## config.mk

```make
export PLATFORM = sky130hd
export DESIGN_NAME = vga_capture
export DESIGN_NICKNAME = d
export VERILOG_FILES = /design/src/rtl/vga_capture.sv
export SDC_FILE = /design/constraint.sdc
export NUM_CORES = 1
export LEC_CHECK = 0
export BUFFER_PORTS_ARGS = -buffer_cell sky130_fd_sc_hd__buf_2
export CAP_MARGIN = 30
export CELL_PAD_IN_SITES_DETAIL_PLACEMENT = 0
export CELL_PAD_IN_SITES_GLOBAL_PLACEMENT = 1
export CORE_UTILIZATION = 32
export DETAILED_ROUTE_END_ITERATION = 6
export PLACE_DENSITY = 0.64
export SYNTH_ARGS = -nofsm -noshare
export SYNTH_HDL_FRONTEND = slang
export SYNTH_SLANG_ARGS = --single-unit
```

## constraint.sdc

```tcl
create_clock -name clk_i -period 7.5 [get_ports clk_i]
set_input_delay 1.5 -clock clk_i [delete_from_list [all_inputs] [get_ports clk_i]]
set_output_delay 1.5 -clock clk_i [all_outputs]
set_load 0.03 [all_outputs]
```

## src/rtl/vga_capture.sv

```systemverilog
// -----------------------------------------------------------------------------
// vga_capture
//   Receive-side VGA capture block in the pixel clock domain. Registers the
//   incoming hsync/vsync/blank/RGB stream, recovers active-pixel coordinates,
//   measures line and frame lengths, and reports lock against the expected
//   video mode.
//
// Ports
//   clk_i          pixel clock
//   rst_i          asynchronous reset, active-high
//   hsync_i        horizontal sync, active-low
//   vsync_i        vertical sync, active-low
//   blank_i        1 = visible pixel, 0 = blanking
//   in_r/g/b_i     pixel colour
//   pixelx_o       active column of the current output pixel
//   pixely_o       active row of the current output pixel
//   pixel_valid_o  output pixel is inside the active window while locked
//   out_r/g/b_o    registered pixel colour (2 clk after input)
//   h_meas_o       last measured line length in clocks
//   v_meas_o       last measured frame length in lines
//   locked_o       timing has matched the mode for LOCK_FRAMES frames
//   frame_start_o  one-cycle pulse per vsync falling edge
//   timing_err_o   one-cycle pulse on a timing mismatch while locked
// -----------------------------------------------------------------------------
module vga_capture #(
    parameter int H_TOTAL     = 800,
    parameter int V_TOTAL     = 525,
    parameter int H_ACTIVE    = 640,
    parameter int V_ACTIVE    = 480,
    parameter int LOCK_FRAMES = 2
) (
    input  logic        clk_i,
    input  logic        rst_i,
    input  logic        hsync_i,
    input  logic        vsync_i,
    input  logic        blank_i,
    input  logic [7:0]  in_r_i,
    input  logic [7:0]  in_g_i,
    input  logic [7:0]  in_b_i,
    output logic [9:0]  pixelx_o,
    output logic [9:0]  pixely_o,
    output logic        pixel_valid_o,
    output logic [7:0]  out_r_o,
    output logic [7:0]  out_g_o,
    output logic [7:0]  out_b_o,
    output logic [10:0] h_meas_o,
    output logic [9:0]  v_meas_o,
    output logic        locked_o,
    output logic        frame_start_o,
    output logic        timing_err_o
);

    typedef enum logic [1:0] {
        ST_SEARCH = 2'd0,
        ST_CHECK  = 2'd1,
        ST_LOCKED = 2'd2
    } state_t;

    // Stage 1: input registers and their previous values for edge detection
    logic       hs_q, vs_q, bl_q;
    logic       hs_prev_q, vs_prev_q, bl_prev_q;
    logic [7:0] r_q, g_q, b_q;

    // Timing counters
    logic [10:0] hcnt_q, hcnt_d;
    logic [9:0]  lcnt_q, lcnt_d;
    logic [9:0]  ax_q, ax_d;
    logic [9:0]  ay_q, ay_d;
    logic [10:0] h_meas_q, h_meas_d;
    logic [9:0]  v_meas_q, v_meas_d;

    // Lock FSM
    state_t      state_q, state_d;
    logic [3:0]  gcnt_q, gcnt_d;
    logic        bad_q, bad_d;
    logic        err_s;

    // Stage 2: output registers
    logic [9:0]  pixelx_q, pixely_q;
    logic        pixel_valid_q, locked_q, frame_start_q, timing_err_q;
    logic [7:0]  out_r_q, out_g_q, out_b_q;

    logic        hfall_s, vfall_s, bfall_s;
    logic [11:0] line_len_s;
    logic [10:0] frame_len_s;
    logic        line_ok_s, frame_ok_s, line_bad_s, frame_good_s;
    logic [3:0]  gcnt_inc_s;
    logic        locked_next_s, in_window_s;

    assign hfall_s = hs_prev_q & ~hs_q;
    assign vfall_s = vs_prev_q & ~vs_q;
    assign bfall_s = bl_prev_q & ~bl_q;

    // Widened sums so a saturated counter can never alias onto the expected mode
    assign line_len_s  = {1'b0, hcnt_q} + 12'd1;
    assign frame_len_s = {1'b0, lcnt_q} + {10'd0, hfall_s};
    assign line_ok_s   = (line_len_s == 12'(H_TOTAL));
    assign frame_ok_s  = (frame_len_s == 11'(V_TOTAL));
    assign line_bad_s  = hfall_s & ~line_ok_s;
    // A line ending together with vsync belongs to the frame being closed
    assign frame_good_s = ~bad_q & ~line_bad_s & frame_ok_s;
    assign gcnt_inc_s   = gcnt_q + 4'd1;

    assign locked_next_s = (state_d == ST_LOCKED);
    assign in_window_s   = (ax_q < 10'(H_ACTIVE)) & (ay_q < 10'(V_ACTIVE));

    // Counter next-state: line clocks, lines, active column and row
    always_comb begin
        hcnt_d   = hcnt_q;
        lcnt_d   = lcnt_q;
        ax_d     = ax_q;
        ay_d     = ay_q;
        h_meas_d = h_meas_q;
        v_meas_d = v_meas_q;
        if (hfall_s) begin
            hcnt_d   = 11'd0;
            h_meas_d = line_len_s[11] ? 11'h7FF : line_len_s[10:0];
        end else if (hcnt_q != 11'h7FF) begin
            hcnt_d = hcnt_q + 11'd1;
        end else begin
            hcnt_d = hcnt_q;
        end
        if (vfall_s) begin
            lcnt_d   = 10'd0;
            v_meas_d = frame_len_s[10] ? 10'h3FF : frame_len_s[9:0];
        end else begin
            lcnt_d = frame_len_s[10] ? 10'h3FF : frame_len_s[9:0];
        end
        if (hfall_s) begin
            ax_d = 10'd0;
        end else if (bl_q && (ax_q != 10'h3FF)) begin
            ax_d = ax_q + 10'd1;
        end else begin
            ax_d = ax_q;
        end
        if (vfall_s) begin
            ay_d = 10'd0;
        end else if (bfall_s && (ay_q != 10'h3FF)) begin
            ay_d = ay_q + 10'd1;
        end else begin
            ay_d = ay_q;
        end
    end

    // Lock FSM next-state: search for vsync, count good frames, watch for errors
    always_comb begin
        state_d = state_q;
        gcnt_d  = gcnt_q;
        bad_d   = bad_q;
        err_s   = 1'b0;
        case (state_q)
            ST_SEARCH: begin
                if (vfall_s) begin
                    state_d = ST_CHECK;
                    gcnt_d  = 4'd0;
                    bad_d   = 1'b0;
                end else begin
                    state_d = ST_SEARCH;
                end
            end
            ST_CHECK: begin
                if (vfall_s) begin
                    bad_d = 1'b0;
                    if (frame_good_s) begin
                        gcnt_d = gcnt_inc_s;
                        if (gcnt_inc_s == 4'(LOCK_FRAMES)) begin
                            state_d = ST_LOCKED;
                        end else begin
                            state_d = ST_CHECK;
                        end
                    end else begin
                        gcnt_d = 4'd0;
                    end
                end else if (line_bad_s) begin
                    bad_d = 1'b1;
                end else begin
                    bad_d = bad_q;
                end
            end
            ST_LOCKED: begin
                if (line_bad_s || (vfall_s && !frame_ok_s)) begin
                    err_s   = 1'b1;
                    state_d = ST_SEARCH;
                    gcnt_d  = 4'd0;
                end else begin
                    state_d = ST_LOCKED;
                end
            end
            default: begin
                state_d = ST_SEARCH;
                gcnt_d  = 4'd0;
                bad_d   = 1'b0;
            end
        endcase
    end

    // Stage 1 input capture; idle values keep release from producing an edge
    always_ff @(posedge clk_i or posedge rst_i) begin
        if (rst_i) begin
            hs_q      <= 1'b1;
            vs_q      <= 1'b1;
            bl_q      <= 1'b0;
            hs_prev_q <= 1'b1;
            vs_prev_q <= 1'b1;
            bl_prev_q <= 1'b0;
            r_q       <= 8'd0;
            g_q       <= 8'd0;
            b_q       <= 8'd0;
        end else begin
            hs_q      <= hsync_i;
            vs_q      <= vsync_i;
            bl_q      <= blank_i;
            hs_prev_q <= hs_q;
            vs_prev_q <= vs_q;
            bl_prev_q <= bl_q;
            r_q       <= in_r_i;
            g_q       <= in_g_i;
            b_q       <= in_b_i;
        end
    end

    // Counter and FSM state registers
    always_ff @(posedge clk_i or posedge rst_i) begin
        if (rst_i) begin
            hcnt_q   <= 11'd0;
            lcnt_q   <= 10'd0;
            ax_q     <= 10'd0;
            ay_q     <= 10'd0;
            h_meas_q <= 11'd0;
            v_meas_q <= 10'd0;
            state_q  <= ST_SEARCH;
            gcnt_q   <= 4'd0;
            bad_q    <= 1'b0;
        end else begin
            hcnt_q   <= hcnt_d;
            lcnt_q   <= lcnt_d;
            ax_q     <= ax_d;
            ay_q     <= ay_d;
            h_meas_q <= h_meas_d;
            v_meas_q <= v_meas_d;
            state_q  <= state_d;
            gcnt_q   <= gcnt_d;
            bad_q    <= bad_d;
        end
    end

    // Stage 2 outputs; valid follows the next lock state so both drop together
    always_ff @(posedge clk_i or posedge rst_i) begin
        if (rst_i) begin
            pixelx_q      <= 10'd0;
            pixely_q      <= 10'd0;
            pixel_valid_q <= 1'b0;
            out_r_q       <= 8'd0;
            out_g_q       <= 8'd0;
            out_b_q       <= 8'd0;
            locked_q      <= 1'b0;
            frame_start_q <= 1'b0;
            timing_err_q  <= 1'b0;
        end else begin
            pixelx_q      <= ax_q;
            pixely_q      <= ay_q;
            pixel_valid_q <= locked_next_s & bl_q & in_window_s;
            out_r_q       <= r_q;
            out_g_q       <= g_q;
            out_b_q       <= b_q;
            locked_q      <= locked_next_s;
            frame_start_q <= vfall_s;
            timing_err_q  <= err_s;
        end
    end

    assign pixelx_o      = pixelx_q;
    assign pixely_o      = pixely_q;
    assign pixel_valid_o = pixel_valid_q;
    assign out_r_o       = out_r_q;
    assign out_g_o       = out_g_q;
    assign out_b_o       = out_b_q;
    assign h_meas_o      = h_meas_q;
    assign v_meas_o      = v_meas_q;
    assign locked_o      = locked_q;
    assign frame_start_o = frame_start_q;
    assign timing_err_o  = timing_err_q;

endmodule

```

After elaboration in Yosys (flattened, before gate mapping)
Index checks and enable logic that the tools add are counted.

cells by class
  $add $sub $neg = 6
  order comparisons = 2
  eq/ne operators = 13
  mux-type cells = 26
  bitwise gates (word level) = 16
  reduce and logical (&&, ||, !) cells = 11

operators with widths
  cell                   count
  $mux 10                6
  $mux 11                3
  $add 10x1->10 const B  2
  $ne 10x10->1 const B   2
  $mux 4                 4
  $add 11x1->12 const B  1
  $eq 12x10->1 const B   1
  $pmux 4 s3             1
  $add 10x1->11          1
  $add 11x1->11 const B  1
  $eq 11x10->1 const B   1
  $ne 11x11->1 const B   1
  $lt 10x10->1 const B   1
  $lt 10x9->1 const B    1
  $and 1x1->1            9
  $mux 2                 4
  $not 1->1              7
  $mux 1                 6
  $ne 2x2->1 const B     3
  $pmux 2 s3             1
  $reduce_and 3->1       2
  $reduce_bool 2->1      3
  $add 4x1->4 const B    1
  $eq 2x2->1 const B     2
  other kinds (8)        10

word-level totals
  register bits = 147
  bits of input ports = 29
  output and inout port bits = 69
  word-level logic and storage cells = 101

Longest topological paths before layout
Gate-level depths: netlist (run 1).

  depth after elaboration = 13
  depth in mapped cells = 12
  depth with buffers taken out = 10

Least setup slack after synthesis (run 1)
No wires, ideal clock.

  kind = register to register
  start = register hs_prev_q
  end = register gcnt_q[1]
  library setup time = 78 ps
  arrival = 3242 ps
  required time = 7422 ps
  slack = 4180 ps
  stages on the path, launching flop included = 13
  buffers on the path = 2
  period minus slack after synthesis = 3320 ps
  path through = dfstp_2 > nand2b_1 > clkbuf_1 > inv_1 > clkbuf_1 > ha_1 > ha_1 > nand4_4 > or3_1 > o2bb2ai_1 > or4_4 > or3_1 > o2bb2ai_1

on the way
  word-level cells in the longest chain between the ends = 8
  elaborated cells between the ends (all ways) = 15
  classes of those cells = 1 x add/sub; 2 x eq/ne; 3 x mux; 5 x bitwise; 4 x reduce/logical

ends and longest elaborated chain
  element                                                                line  source
  from (decl)                                                            61    logic hs_prev_q, vs_prev_q, bl_prev_q;
  from (signal assigned)                                                 213   hs_prev_q <= hs_q;
  $and 1x1->1 *                                                          90    assign hfall_s = hs_prev_q & ~hs_q;
  via hfall_s                                                            83    logic hfall_s, vfall_s, bfall_s;
  parallel branches: the longest is 7 deep, another holds $add 10x1->11  -
  to (signal assigned)                                                   242   gcnt_q <= gcnt_d;
  to (decl)                                                              74    logic [3:0] gcnt_q, gcnt_d;

Mark *: on every way through the listed nets, which the timed path passes. The select of a mux whose other input is x is not followed.
A chain may end at the register's enable or synchronous reset.

Worst setup path after layout (run 1)
  start = register hs_prev_q
  end = register state_q[1]

on the way
  word-level cells in the longest chain between the ends = 8
  elaborated cells between the ends (all ways) = 14
  classes of those cells = 1 x add/sub; 1 x eq/ne; 4 x mux; 5 x bitwise; 3 x reduce/logical

ends and longest elaborated chain
  element                                                  line      source
  $and 1x1->1 *                                            90
  $add 10x1->11 / $and 1x1->1 (equally long branches)      96, 99
  $eq 11x10->1 / $not 1->1 (equally long branches)         98, 101
  $logic_not 1->1 / $and 1x1->1 (equally long branches)    181, 101
  $logic_and 1x1->1 / $and 1x1->1 (equally long branches)  181, 101
  $logic_or 1x1->1 / $mux 2 (equally long branches)        181, 164
  $mux 2 (on tied branches)                                181, 162
  $pmux 2 s3 *                                             151       case (state_q)
  via state_d[1]                                           73        state_t state_q, state_d;
  to (signal assigned)                                     241       state_q <= state_d;
  to (decl)                                                73

The timed path passes the listed nets; every way through them passes the cells marked *.

==> results of run 1 <==
[per-stage QoR]
| step | area, µm² | setup slack [ns] | hold slack (ns) |
|---|---|---|---|
| 2_1_floorplan | 5361 | 2.055 | 0.3312 |
| 3_3_place_gp | 6091 | 3.574 | 0.3314 |
| 3_5_place_dp | 6118 | 4.143 | 0.3347 |
| 4_1_cts | 6706 | 4.113 | 0.3497 |
| 5_1_grt | 6706 | 3.943 | 0.3510 |
| 6_report | 6706 | 4.143 | 0.3460 |
[cells in the final DEF, fill, tap and decap left out, types with 3 or more instances in the layout]
cell type	instances
o21ai_0	23
nand2_1	33
mux2i_1	6
or3_1	10
xor2_1	18
nand4_1	11
clkinvlp_4	4
nor2_1	54
xnor2_1	9
o2bb2ai_1	3
o21a_1	3
clkbuf_16	17
nand2b_1	7
and3_1	8
inv_1	8
a21oi_1	28
buf_2	97
dfrtp_1	143
nor4_1	3
nor3_1	8
dfstp_2	4
nand3_1	14
ha_1	7
clkinv_2	3
[flip-flops by register name, indices dropped and copies added, names as in the netlist, 10 cells and up]
| register | cells |
|---|---|
| ax_q | 10 |
| hcnt_q | 11 |
| h_meas_o | 11 |
| v_meas_o | 10 |
| lcnt_q | 10 |
| pixely_o | 10 |
| pixelx_o | 10 |
| ay_q | 10 |
[kinds of logic after synthesis]
family / count (synthesis)
XOR/XNOR: 27
buffers and inverters: 20
flip-flops: 147
AO/OA/AOI/OAI: 72
adder cells (fa/ha/maj): 7
multiplexers: 6
AND/OR/NAND/NOR: 158
[power breakdown]
group / switching (W) / total [W] / internal, W
registers: 0.0000410 / 0.000894 / 0.000853
logic: 0.000137 / 0.000199 / 0.0000613
clock network: 0.000321 / 0.000828 / 0.000507
[metal layers]
layer  routed length [µm]  up-vias  part of all wire, %  global-route usage (%)
li1                     -     1724                    -                       -
met5                    0        -                    0                       0
met4                  126        0                  1.2                   4.845
met1                 5016     1768                   47                   17.52
met2                 4968       83                   47                   20.40
met3                  496       13                  4.7                   4.321
[worst register-to-register path, delay by kind of cell, from the launching register on]
| family | cells | cell delay, ns |
|---|---|---|
| flops | 1 | 0.52 |
| simple gates | 6 | 1.82 |
| compound gates | 1 | 0.15 |
| fa+ha+maj | 2 | 0.52 |
| buf+inv | 1 | 0.27 |
[final timing paths]
check | from | end | slack [ns]
worst min-delay path | r_q[0] | out_r_o[0] | 0.35
max in group asynchronous | rst_i | hcnt_q[2] | 4.98
min in group asynchronous | rst_i | b_q[4] | 1.21
worst max-delay path | hs_prev_q | state_q[1] | 4.14
worst max register to register | hs_prev_q | state_q[1] | 4.14
worst min register to register | r_q[0] | out_r_o[0] | 0.35
[area by class of cell]
| type | instances | area share (%) |
|---|---|---|
| Clock buffer | 20 | 6.810 |
| Clock inverter | 12 | 1.959 |
| Inverter | 10 | 0.6343 |
| Multi-Input combinational cell | 270 | 23.88 |
| Sequential cell | 147 | 54.93 |
| Tap cell | 216 | 4.030 |
| Timing Repair Buffer | 99 | 7.761 |
==> impl_results.html, run 1 <==
<table>
<tr><th>Metric</th><th>Value</th></tr>
<tr><th colspan="2">Outcome</th></tr>
<tr><td>Result of the run</td><td>completed</td></tr>
<tr><th colspan="2">Die</th></tr>
<tr><td>Die area</td><td>17,280 µm²</td></tr>
<tr><td>I/O pin cnt</td><td>98</td></tr>
<tr><td>Standard cell core area</td><td>16,120 µm²</td></tr>
<tr><td>Num rows</td><td>46</td></tr>
<tr><td>Die height</td><td>131.4 µm</td></tr>
<tr><td>Die outline width</td><td>131.4 µm</td></tr>
<tr><td>Initial standard-cell utilization of the core</td><td>33.27%</td></tr>
<tr><th colspan="2">Yosys</th></tr>
<tr><td>Adder and majority cell fraction of the synthesized area</td><td>1.634%</td></tr>
<tr><td>Ys Warns</td><td>0</td></tr>
<tr><td>Part of the Yosys area used for sequential elements</td><td>68.70%</td></tr>
<tr><td>Synthesized area per cell</td><td>12.27 µm²</td></tr>
<tr><td>Primary flip-flop cell chosen by synthesis mapping</td><td>dfrtp_1</td></tr>
<tr><td>Synth Area in XOR/XNOR</td><td>4.411%</td></tr>
<tr><td>Dominant combinational cell family by area after synthesis</td><td>simple AND/OR/NAND/NOR gates</td></tr>
<tr><td>Synth async-reset ratio</td><td>100.0%</td></tr>
<tr><td>Most frequent cell after synthesis</td><td>dfrtp_1</td></tr>
<tr><td>Instance count of the mapped netlist</td><td>437</td></tr>
<tr><td>Number of nets in the synthesized netlist</td><td>473</td></tr>
<tr><td>Simple-gate share of the synthesized area</td><td>14.47%</td></tr>
<tr><td>Number of enable flip-flop cells after synthesis</td><td>0</td></tr>
<tr><td>Top cells by instance count after synthesis</td><td>dfrtp_1 (143), nor2_1 (54), nand2_1 (33)</td></tr>
<tr><td>Largest cells by area after synthesis</td><td>dfrtp_1 (67%), nor2_1 (3.8%), xor2_1 (2.9%)</td></tr>
<tr><td>Share of synthesized area spent on multiplexers</td><td>1.120%</td></tr>
<tr><td>Cell type with the highest aggregate area in the netlist</td><td>dfrtp_1</td></tr>
<tr><td>Fraction of synthesized cell area taken by the top area cell type</td><td>66.74%</td></tr>
<tr><td>Post-synthesis cell area</td><td>5361 µm²</td></tr>
<tr><td>Fraction of the mapped netlist area in compound gates</td><td>8.238%</td></tr>
<tr><td>Post-synthesis cell type count</td><td>45</td></tr>
<tr><td>FF+latch count, synth</td><td>147</td></tr>
<tr><th colspan="2">STA</th></tr>
<tr><td>Max Clk Rate</td><td>297.9 MHz</td></tr>
<tr><td>Slew at the pin closest to its max-slew limit</td><td>0.8567 ns</td></tr>
<tr><td>Final min period</td><td>3.357 ns</td></tr>
<tr><td>Rel. slew slack</td><td>42.45%</td></tr>
<tr><td>Worst clock skew on the final layout</td><td>0.009025 ns</td></tr>
<tr><td>Setup repair after global routing missed its margin</td><td>no</td></tr>
<tr><td>Number of max-slew violations in the final report</td><td>0</td></tr>
<tr><td>Sum Neg Setup Slack</td><td>0 ns</td></tr>
<tr><td>Share of the clock period used by the worst path after layout</td><td>44.76%</td></tr>
<tr><td>Final setup violating endpoints</td><td>0</td></tr>
<tr><td>Final Hold Vio Count</td><td>0</td></tr>
<tr><th colspan="2">Global routing</th></tr>
<tr><td>Total routing resource utilization after global routing</td><td>13.30%</td></tr>
<tr><td>Congestion Overflow GR</td><td>0</td></tr>
<tr><td>Initial antenna violation count</td><td>0</td></tr>
<tr><td>Vias in the first global route</td><td>3,548</td></tr>
<tr><td>Pin count of the biggest net entering global routing</td><td>83</td></tr>
<tr><td>First-pass GRT wire length</td><td>18,110 µm</td></tr>
<tr><th colspan="2">Worst setup path</th></tr>
<tr><td>Nature of the critical path startpoint</td><td>flip-flop</td></tr>
<tr><td>Critical setup path kind</td><td>reg2reg</td></tr>
<tr><td>Most frequent cell on the critical path</td><td>ha_1</td></tr>
<tr><td>Slowest stage delay, CP</td><td>0.53 ns</td></tr>
<tr><td>Cells along the critical path</td><td>nand2b_1 &gt; inv_1 &gt; ha_1 &gt; ha_1 &gt; nand4_4 &gt; or3_1 &gt; o2bb2ai_1 &gt; or4_4 &gt; nor4_1 &gt; or2_2</td></tr>
<tr><td>Buffers &amp; Inverters on Critical Path</td><td>1</td></tr>
<tr><td>Worst reg-to-reg path cell count</td><td>10</td></tr>
<tr><td>Type of element capturing the critical path</td><td>flip-flop</td></tr>
<tr><td>CP Data Arrival Time</td><td>3.71 ns</td></tr>
<tr><td>CP max stage cell</td><td>or4_4</td></tr>
<tr><td>Critical Path RT</td><td>7.85 ns</td></tr>
<tr><td>Worst path depth</td><td>10</td></tr>
<tr><td>Critical path peak fanout</td><td>9</td></tr>
<tr><td>Cell type group with the largest total delay on the critical path</td><td>simple AND/OR/NAND/NOR gates</td></tr>
<tr><th colspan="2">Clocking</th></tr>
<tr><td>Post-cts sizing count</td><td>0</td></tr>
<tr><td>Clk Tree Root Cell</td><td>clkbuf_16</td></tr>
<tr><td>Worst skew pair latency</td><td>0.41 ns</td></tr>
<tr><td>Deepest level of the CTS H-tree</td><td>4</td></tr>
<tr><td>TritonCTS clock tree</td><td>yes</td></tr>
<tr><td>Number of buffers created by CTS</td><td>17</td></tr>
<tr><td>Post-CTS setup-driven buffer insertion count</td><td>0</td></tr>
<tr><td>Count of hold-fix buffers inserted at cts</td><td>0</td></tr>
<tr><td>Buffer depth of the longest clock path</td><td>2</td></tr>
<tr><td>Clock tree sinks</td><td>147</td></tr>
<tr><td>Clock-pin slew on the worst setup and hold paths</td><td>0.06 ns</td></tr>
<tr><th colspan="2">Final layout</th></tr>
<tr><td>Multi-input logic area</td><td>1602 µm²</td></tr>
<tr><td>Area growth from synthesis to final layout</td><td>25.09%</td></tr>
<tr><td>Inserted Diodes</td><td>0</td></tr>
<tr><td>Fraction of layout cells with a size suffix above 1</td><td>25.45%</td></tr>
<tr><td>Final core utilization</td><td>41.61%</td></tr>
<tr><td>Area used by sequential logic in the layout</td><td>3684 µm²</td></tr>
<tr><td>Non-filler cells, final</td><td>774</td></tr>
<tr><td>Net count of the finished layout</td><td>581</td></tr>
<tr><td>Count of fill cells added during filler insertion</td><td>1,602</td></tr>
<tr><th colspan="2">Pwr</th></tr>
<tr><td>Peak supply drop</td><td>0.1518 mV</td></tr>
<tr><td>Power Total</td><td>0.001921 W</td></tr>
<tr><td>Static leakage</td><td>3.199 nW</td></tr>
<tr><td>Power density of the placed cells</td><td>286.4 nW/µm²</td></tr>
<tr><th colspan="2">Min path</th></tr>
<tr><td>Worst hold path depth</td><td>0</td></tr>
<tr><td>Class of the tightest hold or removal check</td><td>reg2reg</td></tr>
<tr><th colspan="2">Place</th></tr>
<tr><td>Number of placed cells counting well taps</td><td>742</td></tr>
<tr><td>Detailed-placement wirelength estimate</td><td>6971 µm</td></tr>
<tr><td>Final weighted congestion in routability-driven placement</td><td>0.8190</td></tr>
<tr><td>Number of port buffers</td><td>97</td></tr>
<tr><th colspan="2">Detailed routing</th></tr>
<tr><td>WL per Instance</td><td>13.70 µm</td></tr>
<tr><td>Post-Route WL</td><td>10,610 µm</td></tr>
<tr><td>Via-to-Cell Ratio</td><td>4.636</td></tr>
<tr><td>DRC violation total after the first TritonRoute iteration</td><td>203</td></tr>
<tr><td>Post-route antenna net violation count</td><td>0</td></tr>
<tr><td>Detailed-route via count</td><td>3,588</td></tr>
<tr><td>Number of design rule violations left after detail routing</td><td>0</td></tr>
<tr><td>Number of iterations in the first detailed-routing pass</td><td>6</td></tr>
<tr><th colspan="2">Run</th></tr>
<tr><td>Max Cap Viol</td><td>0</td></tr>
</table>
Note: power is estimated with default switching activity, not from simulation.
==> run 2: changes to the inputs <==
Clock period 7.5 ns to 3.1 ns, I/O delays scaled along.
==> impl_results.html, run 2 (synthesis results as in run 1) <==
<table>
<tr><th>Metric</th><th>Value</th></tr>
<tr><th colspan="2">Outcome</th></tr>
<tr><td>Result of the run</td><td>completed</td></tr>
<tr><th colspan="2">Min path</th></tr>
<tr><td>Class of the tightest hold or removal check</td><td>in2reg</td></tr>
<tr><td>Worst hold path depth</td><td>1</td></tr>
<tr><th colspan="2">Clocking</th></tr>
<tr><td>Buffer depth of the longest clock path</td><td>2</td></tr>
<tr><td>Deepest level of the CTS H-tree</td><td>4</td></tr>
<tr><td>Number of buffers created by CTS</td><td>17</td></tr>
<tr><td>Clk Tree Root Cell</td><td>clkbuf_16</td></tr>
<tr><td>TritonCTS clock tree</td><td>yes</td></tr>
<tr><td>Post-CTS setup-driven buffer insertion count</td><td>0</td></tr>
<tr><td>Worst skew pair latency</td><td>0.42 ns</td></tr>
<tr><td>Clock-pin slew on the worst setup and hold paths</td><td>0.06 ns</td></tr>
<tr><td>Clock tree sinks</td><td>147</td></tr>
<tr><td>Count of hold-fix buffers inserted at cts</td><td>0</td></tr>
<tr><td>Post-cts sizing count</td><td>0</td></tr>
<tr><th colspan="2">Worst setup path</th></tr>
<tr><td>Critical path peak fanout</td><td>6</td></tr>
<tr><td>Worst reg-to-reg setup slack</td><td>0.18 ns</td></tr>
<tr><td>Type of element capturing the critical path</td><td>flip-flop</td></tr>
<tr><td>Worst reg-to-reg path cell count</td><td>10</td></tr>
<tr><td>CP max stage cell</td><td>or4_4</td></tr>
<tr><td>Cells along the critical path</td><td>nand2b_1 &gt; inv_1 &gt; ha_2 &gt; ha_4 &gt; nand4_4 &gt; or3_1 &gt; o2bb2ai_1 &gt; or4_4 &gt; nor4_1 &gt; or2_2</td></tr>
<tr><td>Critical Path RT</td><td>3.46 ns</td></tr>
<tr><td>CP Data Arrival Time</td><td>3.28 ns</td></tr>
<tr><td>Slowest stage delay, CP</td><td>0.53 ns</td></tr>
<tr><td>Nature of the critical path startpoint</td><td>flip-flop</td></tr>
<tr><td>Endpoint of the most critical setup path</td><td>locked_o</td></tr>
<tr><td>Worst R2R End</td><td>locked_o</td></tr>
<tr><td>Worst setup path startpoint</td><td>hs_prev_q</td></tr>
<tr><td>Critical setup path kind</td><td>reg2reg</td></tr>
<tr><td>Reg-to-Reg Start</td><td>hs_prev_q</td></tr>
<tr><th colspan="2">Detailed routing</th></tr>
<tr><td>Via-to-Cell Ratio</td><td>4.564</td></tr>
<tr><td>Number of iterations in the first detailed-routing pass</td><td>6</td></tr>
<tr><td>DRC violation total after the first TritonRoute iteration</td><td>161</td></tr>
<tr><td>Post-route antenna net violation count</td><td>0</td></tr>
<tr><td>WL per Instance</td><td>13.81 µm</td></tr>
<tr><td>Detailed-route via count</td><td>3,546</td></tr>
<tr><td>Post-Route WL</td><td>10,730 µm</td></tr>
<tr><td>Number of design rule violations left after detail routing</td><td>0</td></tr>
<tr><th colspan="2">Global routing</th></tr>
<tr><td>Pin count of the biggest net entering global routing</td><td>65</td></tr>
<tr><td>Congestion Overflow GR</td><td>0</td></tr>
<tr><td>Total routing resource utilization after global routing</td><td>13.61%</td></tr>
<tr><td>Initial antenna violation count</td><td>0</td></tr>
<tr><td>First-pass GRT wire length</td><td>18,220 µm</td></tr>
<tr><td>Vias in the first global route</td><td>3,557</td></tr>
<tr><th colspan="2">STA</th></tr>
<tr><td>Setup repair after global routing missed its margin</td><td>no</td></tr>
<tr><td>Final Hold Vio Count</td><td>0</td></tr>
<tr><td>Final worst slack</td><td>0.1765 ns</td></tr>
<tr><td>Final setup violating endpoints</td><td>0</td></tr>
<tr><td>Worst clock skew on the final layout</td><td>0.006289 ns</td></tr>
<tr><td>Rel. slew slack</td><td>49.31%</td></tr>
<tr><td>Number of max-slew violations in the final report</td><td>0</td></tr>
<tr><td>Final min period</td><td>2.924 ns</td></tr>
<tr><td>Sum Neg Setup Slack</td><td>0 ns</td></tr>
<tr><td>Max Clk Rate</td><td>342.1 MHz</td></tr>
<tr><td>Slew at the pin closest to its max-slew limit</td><td>0.7568 ns</td></tr>
<tr><td>Share of the clock period used by the worst path after layout</td><td>94.31%</td></tr>
<tr><th colspan="2">Die</th></tr>
<tr><td>I/O pin cnt</td><td>98</td></tr>
<tr><td>Standard cell core area</td><td>16,120 µm²</td></tr>
<tr><td>Die outline width</td><td>131.4 µm</td></tr>
<tr><td>Die height</td><td>131.4 µm</td></tr>
<tr><td>Die area</td><td>17,280 µm²</td></tr>
<tr><td>Initial standard-cell utilization of the core</td><td>33.27%</td></tr>
<tr><td>Num rows</td><td>46</td></tr>
<tr><th colspan="2">Place</th></tr>
<tr><td>Number of placed cells counting well taps</td><td>747</td></tr>
<tr><td>Detailed-placement wirelength estimate</td><td>7105 µm</td></tr>
<tr><td>Final weighted congestion in routability-driven placement</td><td>0.8081</td></tr>
<tr><td>Worst setup timing slack at the placement stage</td><td>0.1835 ns</td></tr>
<tr><td>Number of port buffers</td><td>97</td></tr>
<tr><th colspan="2">Pwr</th></tr>
<tr><td>Peak supply drop</td><td>0.3977 mV</td></tr>
<tr><td>Clock group share of total power</td><td>42.6%</td></tr>
<tr><td>Power density of the placed cells</td><td>685.4 nW/µm²</td></tr>
<tr><td>Switching fraction of total power</td><td>25.70%</td></tr>
<tr><td>Net switching component of the power</td><td>0.001188 W</td></tr>
<tr><td>Portion of total power attributed to sequential cells</td><td>46.8%</td></tr>
<tr><td>Int Pwr</td><td>0.003434 W</td></tr>
<tr><td>Logic gate share of total power</td><td>10.6%</td></tr>
<tr><td>Static leakage</td><td>3.213 nW</td></tr>
<tr><th colspan="2">Run</th></tr>
<tr><td>Max Cap Viol</td><td>0</td></tr>
<tr><th colspan="2">Final layout</th></tr>
<tr><td>Area growth from synthesis to final layout</td><td>25.76%</td></tr>
<tr><td>Area used by sequential logic in the layout</td><td>3684 µm²</td></tr>
<tr><td>Leading cell type in the layout, fill and taps excluded</td><td>dfrtp_1</td></tr>
<tr><td>Fraction of layout cells with a size suffix above 1</td><td>26.02%</td></tr>
<tr><td>Final core utilization</td><td>41.84%</td></tr>
<tr><td>Inserted Diodes</td><td>0</td></tr>
<tr><td>Net count of the finished layout</td><td>586</td></tr>
<tr><td>Multi-input logic area</td><td>1617 µm²</td></tr>
<tr><td>Commonest non-fill, non-tap cells in the layout</td><td>dfrtp_1 (143), buf_2 (97), nor2_1 (54), nand2_1 (33), a21oi_1 (28)</td></tr>
<tr><td>Non-filler cells, final</td><td>777</td></tr>
<tr><td>Count of fill cells added during filler insertion</td><td>1,569</td></tr>
</table>
==> run 2: changes by cell type in the layout (fill, tap and decap cells not counted), moves of 2 or more <==
cell and delta:
buf_4 +4, buf_12 +2, ha_1 -2, inv_6 -2
==> run 2: worst min-delay path by stage <==
stage / startpoint / end / slack [ns]
2_1_floorplan: b_q[0] / out_b_o[0] / 0.33
3_3_place_gp: b_q[0] / out_b_o[0] / 0.33
3_5_place_dp: g_q[2] / out_g_o[2] / 0.33
4_1_cts: vsync_i / vs_q / 0.27
5_1_grt: vsync_i / vs_q / 0.27
6_report: vsync_i / vs_q / 0.30
==> run 2: final cells by class <==
cell class | count | area share [%]
multi-input combinational | 270 | 23.97
inverter | 10 | 0.6124
sequential | 147 | 54.63
tap | 216 | 4.008
timing repair buffer | 104 | 8.350
clock buffer | 21 | 6.829
clock inverter | 9 | 1.596
==> run 2: metal layers <==
| layer | share of wire [%] | routed length (µm) | up-vias | GRT usage [%] |
|---|---|---|---|---|
| li1 | - | - | 1730 | - |
| met1 | 47 | 5092 | 1712 | 17.95 |
| met2 | 46 | 4973 | 90 | 20.40 |
| met3 | 4.5 | 478 | 14 | 3.935 |
| met4 | 1.7 | 185 | 0 | 6.783 |
| met5 | 0 | 0 | - | 0 |
==> run 2: power groups by stage <==
| stage | registers [W] | logic (W) | clock network [W] |
|---|---|---|---|
| 6_report | 0.00217 | 0.000488 | 0.00197 |
| 5_1_grt | 0.00219 | 0.000542 | 0.00212 |
| 4_1_cts | 0.00217 | 0.000501 | 0.00204 |
| 3_5_place_dp | 0.00220 | 0.000499 | 0 |
| 3_3_place_gp | 0.00219 | 0.000494 | 0 |
| 2_1_floorplan | 0.00233 | 0.000194 | 0 |
==> run 2: metrics by stage <==
stage	hold slack, ns	total power, W	area (µm²)
global placement	0.3316	0.002688	6175
CTS	0.2748	0.004703	6743
finish	0.2978	0.004622	6743
floorplan	0.3312	0.002523	5384
global route	0.2750	0.004849	6743
detailed placement	0.3347	0.002695	6175
==> run 2: worst max-delay path, delay by kind of cell (launching register included) <==
family / cells / cell delay [ns]
buf+inv: 1 / 0.08
compound gates: 1 / 0.15
fa+ha+maj: 2 / 0.38
simple gates: 6 / 1.71
flops: 1 / 0.51
